`config.mk`:
```
export PLATFORM = sky130hd
export DESIGN_NAME = adc_cap_acq
export DESIGN_NICKNAME = d
export VERILOG_FILES = /design/src/rtl/adc_cap_acq.sv
export SDC_FILE = /design/constraint.sdc
export NUM_CORES = 1
export LEC_CHECK = 0
export CELL_PAD_IN_SITES_DETAIL_PLACEMENT = 1
export CELL_PAD_IN_SITES_GLOBAL_PLACEMENT = 1
export CORE_MARGIN = 2
export CORE_UTILIZATION = 30
export CTS_CLUSTER_SIZE = 14
export DETAILED_ROUTE_END_ITERATION = 16
export GPL_TIMING_DRIVEN = 0
export HOLD_SLACK_MARGIN = 0.03
export PLACE_DENSITY_LB_ADDON = 0.1
export RECOVER_POWER = 100
export SLEW_MARGIN = 0
export SYNTH_ARGS = -nofsm -noshare
export SYNTH_HDL_FRONTEND = slang
export SYNTH_SLANG_ARGS = --single-unit
```
`constraint.sdc`:
```
create_clock -name sys_clk -period 2.8 [get_ports sys_clk]
set_input_delay 0.56 -clock sys_clk [delete_from_list [all_inputs] [get_ports sys_clk]]
set_output_delay 0.56 -clock sys_clk [all_outputs]
set_load 0.02 [all_outputs]
```
`src/rtl/adc_cap_acq.sv`:
```
`default_nettype none
// ============================================================================
// Module   : adc_cap_acq
// Purpose  : Acquisition sequencer for the capacitor-voltage path. Drives a
//            multiplexed 14-bit parallel ADC over three channels (resonant
//            cap 1, resonant cap 2, support cap). It averages 2^AVG_LOG2
//            conversions per channel and publishes one settled code per
//            channel.
// Ports    : sys_clk, sys_rst_n       clock, async active-low reset
//            adc_busy, adc_db[13:0]   ADC status and parallel data
//            adc_convst, adc_cs_n,
//            adc_rd_n                 ADC conversion / read strobes
//            mux_sel[1:0]             analog mux select (0..2)
//            adc_data_cap_1..3[13:0]  averaged codes per channel
//            adc_data_valid           1-cycle pulse at end of a 3-channel round
//            adc_timeout_err          sticky busy-timeout flag
// Revision : 1.0  initial release
// ============================================================================
module adc_cap_acq #(
    parameter int SETTLE_CYC   = 50,
    parameter int AVG_LOG2     = 3,
    parameter int BUSY_TIMEOUT = 200
) (
    input  logic        sys_clk,
    input  logic        sys_rst_n,
    input  logic        adc_busy,
    input  logic [13:0] adc_db,
    output logic        adc_convst,
    output logic        adc_cs_n,
    output logic        adc_rd_n,
    output logic [1:0]  mux_sel,
    output logic [13:0] adc_data_cap_1,
    output logic [13:0] adc_data_cap_2,
    output logic [13:0] adc_data_cap_3,
    output logic        adc_data_valid,
    output logic        adc_timeout_err
);

    localparam int ACC_W   = 14 + AVG_LOG2;
    localparam int NS_W    = AVG_LOG2 + 1;
    localparam int CNT_MAX = (SETTLE_CYC > BUSY_TIMEOUT) ? SETTLE_CYC : BUSY_TIMEOUT;
    localparam int CNT_W   = $clog2(CNT_MAX + 1);

    localparam logic [CNT_W-1:0] C_SETTLE_LAST = CNT_W'(SETTLE_CYC);
    localparam logic [CNT_W-1:0] C_BUSY_LAST   = CNT_W'(BUSY_TIMEOUT - 1);
    localparam logic [CNT_W-1:0] C_ONE         = CNT_W'(1);
    localparam logic [NS_W-1:0]  C_LAST_SAMPLE = NS_W'((1 << AVG_LOG2) - 1);
    localparam logic [1:0]       C_CH_LAST     = 2'd2;

    localparam logic [2:0] ST_SETTLE    = 3'd0;
    localparam logic [2:0] ST_CONV      = 3'd1;
    localparam logic [2:0] ST_WAIT_BUSY = 3'd2;
    localparam logic [2:0] ST_READ      = 3'd3;
    localparam logic [2:0] ST_ACC       = 3'd4;
    localparam logic [2:0] ST_TIMEOUT   = 3'd5;

    logic [2:0]       state_q, state_d;
    logic [CNT_W-1:0] cnt_q, cnt_d;
    logic [NS_W-1:0]  nsamp_q, nsamp_d;
    logic [ACC_W-1:0] acc_q, acc_d;
    logic [13:0]      sample_q, sample_d;
    logic [1:0]       mux_q, mux_d;
    logic [13:0]      cap1_q, cap1_d;
    logic [13:0]      cap2_q, cap2_d;
    logic [13:0]      cap3_q, cap3_d;
    logic             valid_q, valid_d;
    logic             timeout_err_q, timeout_err_d;

    logic [ACC_W-1:0] w_sum;
    logic [13:0]      w_avg;
    logic [1:0]       w_mux_next;
    logic             w_enter_timeout;

    // Full-scale sum (16383 * 2^AVG_LOG2) fits ACC_W exactly, so no wrap.
    assign w_sum           = acc_q + ACC_W'(sample_q);
    assign w_avg           = w_sum[ACC_W-1:AVG_LOG2];
    assign w_mux_next      = (mux_q == C_CH_LAST) ? 2'd0 : mux_q + 2'd1;
    assign w_enter_timeout = (state_q == ST_WAIT_BUSY) && (state_d == ST_TIMEOUT);

    // ------------------------------------------------------------------------
    // State and datapath registers
    // ------------------------------------------------------------------------
    always_ff @(posedge sys_clk or negedge sys_rst_n) begin
        if (!sys_rst_n) begin
            state_q       <= ST_SETTLE;
            cnt_q         <= '0;
            nsamp_q       <= '0;
            acc_q         <= '0;
            sample_q      <= '0;
            mux_q         <= 2'd0;
            cap1_q        <= '0;
            cap2_q        <= '0;
            cap3_q        <= '0;
            valid_q       <= 1'b0;
            timeout_err_q <= 1'b0;
        end else begin
            state_q       <= state_d;
            cnt_q         <= cnt_d;
            nsamp_q       <= nsamp_d;
            acc_q         <= acc_d;
            sample_q      <= sample_d;
            mux_q         <= mux_d;
            cap1_q        <= cap1_d;
            cap2_q        <= cap2_d;
            cap3_q        <= cap3_d;
            valid_q       <= valid_d;
            timeout_err_q <= timeout_err_d;
        end
    end

    // ------------------------------------------------------------------------
    // Next-state logic. cnt_q counts cycles spent in the current state.
    // ------------------------------------------------------------------------
    always_comb begin
        state_d = state_q;
        cnt_d   = cnt_q + C_ONE;
        case (state_q)
            // The entry cycle is the one in which the mux moved; SETTLE_CYC
            // full settled cycles follow it before the first conversion.
            ST_SETTLE: begin
                if (cnt_q == C_SETTLE_LAST) begin
                    state_d = ST_CONV;
                    cnt_d   = '0;
                end
            end
            ST_CONV: begin
                if (cnt_q == C_ONE) begin
                    state_d = ST_WAIT_BUSY;
                    cnt_d   = '0;
                end
            end
            // A low busy wins over a timeout in the same cycle; the first
            // cycle is always spent waiting so busy has time to assert.
            ST_WAIT_BUSY: begin
                if (!adc_busy && (cnt_q >= C_ONE)) begin
                    state_d = ST_READ;
                    cnt_d   = '0;
                end else if (cnt_q == C_BUSY_LAST) begin
                    state_d = ST_TIMEOUT;
                    cnt_d   = '0;
                end
            end
            ST_READ: begin
                if (cnt_q == C_ONE) begin
                    state_d = ST_ACC;
                    cnt_d   = '0;
                end
            end
            ST_ACC: begin
                cnt_d   = '0;
                state_d = (nsamp_q == C_LAST_SAMPLE) ? ST_SETTLE : ST_CONV;
            end
            ST_TIMEOUT: begin
                cnt_d   = '0;
                state_d = ST_SETTLE;
            end
            default: begin
                cnt_d   = '0;
                state_d = ST_SETTLE;
            end
        endcase
    end

    // ------------------------------------------------------------------------
    // Datapath: sample capture, accumulation, publish and channel advance
    // ------------------------------------------------------------------------
    always_comb begin
        acc_d         = acc_q;
        nsamp_d       = nsamp_q;
        sample_d      = sample_q;
        mux_d         = mux_q;
        cap1_d        = cap1_q;
        cap2_d        = cap2_q;
        cap3_d        = cap3_q;
        valid_d       = 1'b0;
        timeout_err_d = timeout_err_q | w_enter_timeout;
        case (state_q)
            ST_READ: begin
                // Data is taken on the edge that closes the second strobe cycle.
                if (cnt_q == C_ONE) begin
                    sample_d = adc_db;
                end
            end
            ST_ACC: begin
                if (nsamp_q == C_LAST_SAMPLE) begin
                    acc_d   = '0;
                    nsamp_d = '0;
                    mux_d   = w_mux_next;
                    valid_d = (mux_q == C_CH_LAST);
                    case (mux_q)
                        2'd0:    cap1_d = w_avg;
                        2'd1:    cap2_d = w_avg;
                        default: cap3_d = w_avg;
                    endcase
                end else begin
                    acc_d   = w_sum;
                    nsamp_d = nsamp_q + NS_W'(1);
                end
            end
            // Partial channel is dropped; its published code is left alone.
            ST_TIMEOUT: begin
                acc_d   = '0;
                nsamp_d = '0;
                mux_d   = w_mux_next;
                valid_d = (mux_q == C_CH_LAST);
            end
            default: ;
        endcase
    end

    // ------------------------------------------------------------------------
    // Outputs
    // ------------------------------------------------------------------------
    always_comb begin
        adc_convst      = (state_q == ST_CONV);
        adc_cs_n        = (state_q != ST_READ);
        adc_rd_n        = (state_q != ST_READ);
        mux_sel         = mux_q;
        adc_data_cap_1  = cap1_q;
        adc_data_cap_2  = cap2_q;
        adc_data_cap_3  = cap3_q;
        adc_data_valid  = valid_q;
        adc_timeout_err = timeout_err_q;
    end

endmodule
`default_nettype wire

```
==> results.yml <==
setup_path:
  end_kind: "primary output"
  path_max_fanout: 10
  worst_ep_required_time_ns: 2.24
  cp.arrival_ns: 2.09
  r2r_slack_ns: 0.15
  crit_chain: "clkbuf_1 > nor2b_1 > nand2_1 > clkbuf_4 > clkdlybuf4s50_1"
  worst_setup_path_start_kind: "flop"
  cp.buffers_inverters: 3
  crit_family: "buffers and inverters"
  slowest_stage: "clkdlybuf4s50_1"
  path_class: "reg2out"
  critPathMaxStageDelay_ns: 0.52
floorplanning:
  core_um2: 15030
  die_area_um2: 16240
  core.rowCount: 45
  io_pins: 66
  chipWidth_um: 127.4
  fp.dieH_um: 127.4
  start_util_pct: 30.40
place:
  dpl.hpwl_um: 9034
  numPortBuffers: 65
  dp.cells: 700
  place_congestion: 0.7537
  pre_cts_slack_ns: 0.08129
synthesis:
  syn_area_per_cell_um2: 10.25
  ys_seq_area_share_pct: 50.37
  synth-seq-cells: 92
  synth_edf_count: 0
  synth_area_um2: 4571
  synth_flop_cell: "dfrtp_1"
  yosys_warnings: 0
  syn_inst: 446
  async_reset_ff_share_pct: 100.0
  syn_nets: 483
  synth.distinct_cells: 55
cells_and_area:
  antenna_cells: 0
  layout_commonest_cell: "dfrtp_1"
  fill_cells: 1677
  nets: 559
  drive_gt1_share_pct: 10.82
  mostFrequentLayoutCells: "92 x dfrtp_1, 84 x nand2_1, 47 x dlygate4sd3_1"
  stdcell_count: 715
  fin_util_pct: 38.11
  area_delta_synth_final_pct: 25.35
power_and_ir_drop:
  peakVddDrop_uv: 252.7
  p_int_uw: 2120
  p_clk_share_pct: 46.3
  p_sw_uw: 590.0
  leakage_uw: 0.002801
  powerDensity_nw_per_um2: 473.0
  power_frac_comb_pct: 4.0
  p_sw_share_pct: 21.77
  pwr-share-seq_pct: 49.7
timing:
  finalCriticalPeriod_ns: 2.647
  setup-violations-final: 0
  rsz0062_at_grt: "false"
  finalMaxSlewViolations: 0
  fmax_ghz: 0.3777
  fin_crit_sh_pct: 94.55
  max_slew_margin_pct: 15.09
  clock_skew_ns: 0.008374
  worstMarginPinSlew_ns: 1.274
  finalHoldViolations: 0
  setup_ws_ns: 0.1526
cts:
  path_clk_slew_ns: 0.07
  post_cts_buffers: 0
  cts_buffer_depth: 2
  htreeDepth: 3
  worstSkewPairLatency_ns: 0.34
  cts_tree: "built"
  cts_root_buffer: "clkbuf_16"
  cts_buffers: 9
  holdBufCountCts: 0
  cts_resized: 1
  cts_sinks: 92
job:
  cap_violations: 0
detailed_routing:
  wl_per_cell_um: 17.17
  drtIter0Drc: 108
  viasPerCell: 4.982
  antenna_left: 0
  finalWirelength_um: 12280
  firstDrtPassIters: 4
  vias: 3562
  drc_errors: 0
global_route:
  grt_pass1_wl_um: 20360
  grt_max_degree: 51
  antenna_found_initial: 0
  grt_pass1_vias: 3825
  track_usage_pct: 16.21
  grt_overflow_total: 0
min_path:
  hold_class: "in2async"
outcome:
  outcome: "completed"
[through the flow]
| stage | total power, µW | area [µm²] | TNS, ns | hold WS, ns |
|---|---|---|---|---|
| after floorplan | 1415 | 4571 | 0 | 0.2644 |
| after global routing | 2827 | 5729 | 0 | 0.4949 |
| after CTS | 2775 | 5788 | 0 | 0.2286 |
| final | 2710 | 5729 | 0 | 0.4105 |
| after detailed placement | 1490 | 5482 | 0 | 0.4601 |
| after global placement | 1481 | 5456 | -222.95 | 0.4507 |
[cell usage after synthesis (3+ instances only)]
cell type	number	area share, %
a21o_1	9	1.5
a21oi_1	13	1.4
a22o_1	12	2.3
a31oi_1	7	0.96
and2_1	5	0.68
and3_1	3	0.41
buf_2	3	0.33
clkbuf_1	13	1.1
dfrtp_1	92	50
ha_1	19	5.2
inv_1	8	0.66
mux2_2	29	7.1
nand2_1	84	6.9
nand3_1	10	1.1
nand4_1	7	0.96
nor2_1	24	2.0
nor2b_1	4	0.55
nor3_1	14	1.5
nor3b_1	3	0.49
o21ai_0	31	3.4
xnor2_1	11	2.1
xor2_1	6	1.1
[worst paths after layout]
| check | startpoint | endpoint | cells past startpoint |
|---|---|---|---|
| max | state_q[2] | adc_rd_n | 5 |
| min | sys_rst_n | adc_data_cap_3[2] | 1 |
| max reg2reg | acc_q[0] | adc_data_cap_1[13] | 8 |
| min reg2reg | adc_data_cap_3[4] | adc_data_cap_3[4] | 2 |
| max in group asynchronous | sys_rst_n | cnt_q[1] | 2 |
| min in group sys_clk | adc_data_cap_3[4] | adc_data_cap_3[4] | 2 |
[worst register-to-register path, delay by kind of cell (launching register included)]
kind	cells	cell delay, ns
and+or+nand+nor	3	0.55
adders and majority gates	2	0.67
AOI/OAI and AO/OA	3	0.92
DFF	1	0.38
[flip-flops by register name, indices dropped and copies added, names as in the netlist]
register,count
acc_q,17
adc_data_cap_1,14
adc_data_cap_2,14
adc_data_cap_3,14
adc_data_valid,1
adc_timeout_err,1
cnt_q,8
mux_sel,2
nsamp_q,4
sample_q,14
state_q,3
[layer usage]
layer	wire [µm]	up-vias	track usage, %
li1	-	1719	-
met1	5919	1781	22.26
met2	5771	54	25.51
met3	420	8	2.471
met4	167	0	6.981
met5	0	-	0
[power groups by stage]
| stage | combinational, µW | clock, µW | sequential, µW |
|---|---|---|---|
| after floorplan | 46.2 | 0 | 1370 |
| after global placement | 110 | 0 | 1370 |
| after detailed placement | 118 | 0 | 1370 |
| after CTS | 118 | 1310 | 1350 |
| after global routing | 125 | 1360 | 1350 |
| final | 109 | 1260 | 1350 |
[cell type report]
class / count / area (µm²) / share of cell area [%]
Timing Repair Buffer: 66 / 650.6 / 11.36
Inverter: 8 / 30.03 / 0.5241
Tap cell: 188 / 235.2 / 4.106
Clock inverter: 4 / 47.55 / 0.8299
Multi-Input combinational cell: 327 / 2131 / 37.19
Sequential cell: 92 / 2302 / 40.18
Clock buffer: 12 / 256.5 / 4.477
Buffer: 18 / 76.32 / 1.332
[logic make-up (layout without fill, tap and decap cells)]
group / count (synthesis) / after routing / synth area share (%)
xor+xnor: 17 / 17 / 3.258
mux: 30 / 30 / 7.364
compound gates: 90 / 90 / 13.22
buf+inv: 27 / 108 / 2.546
simple gates: 170 / 170 / 17.60
fa+ha+maj: 20 / 20 / 5.639
flops: 92 / 92 / 50.37
Power figures use the tool's default switching activity.
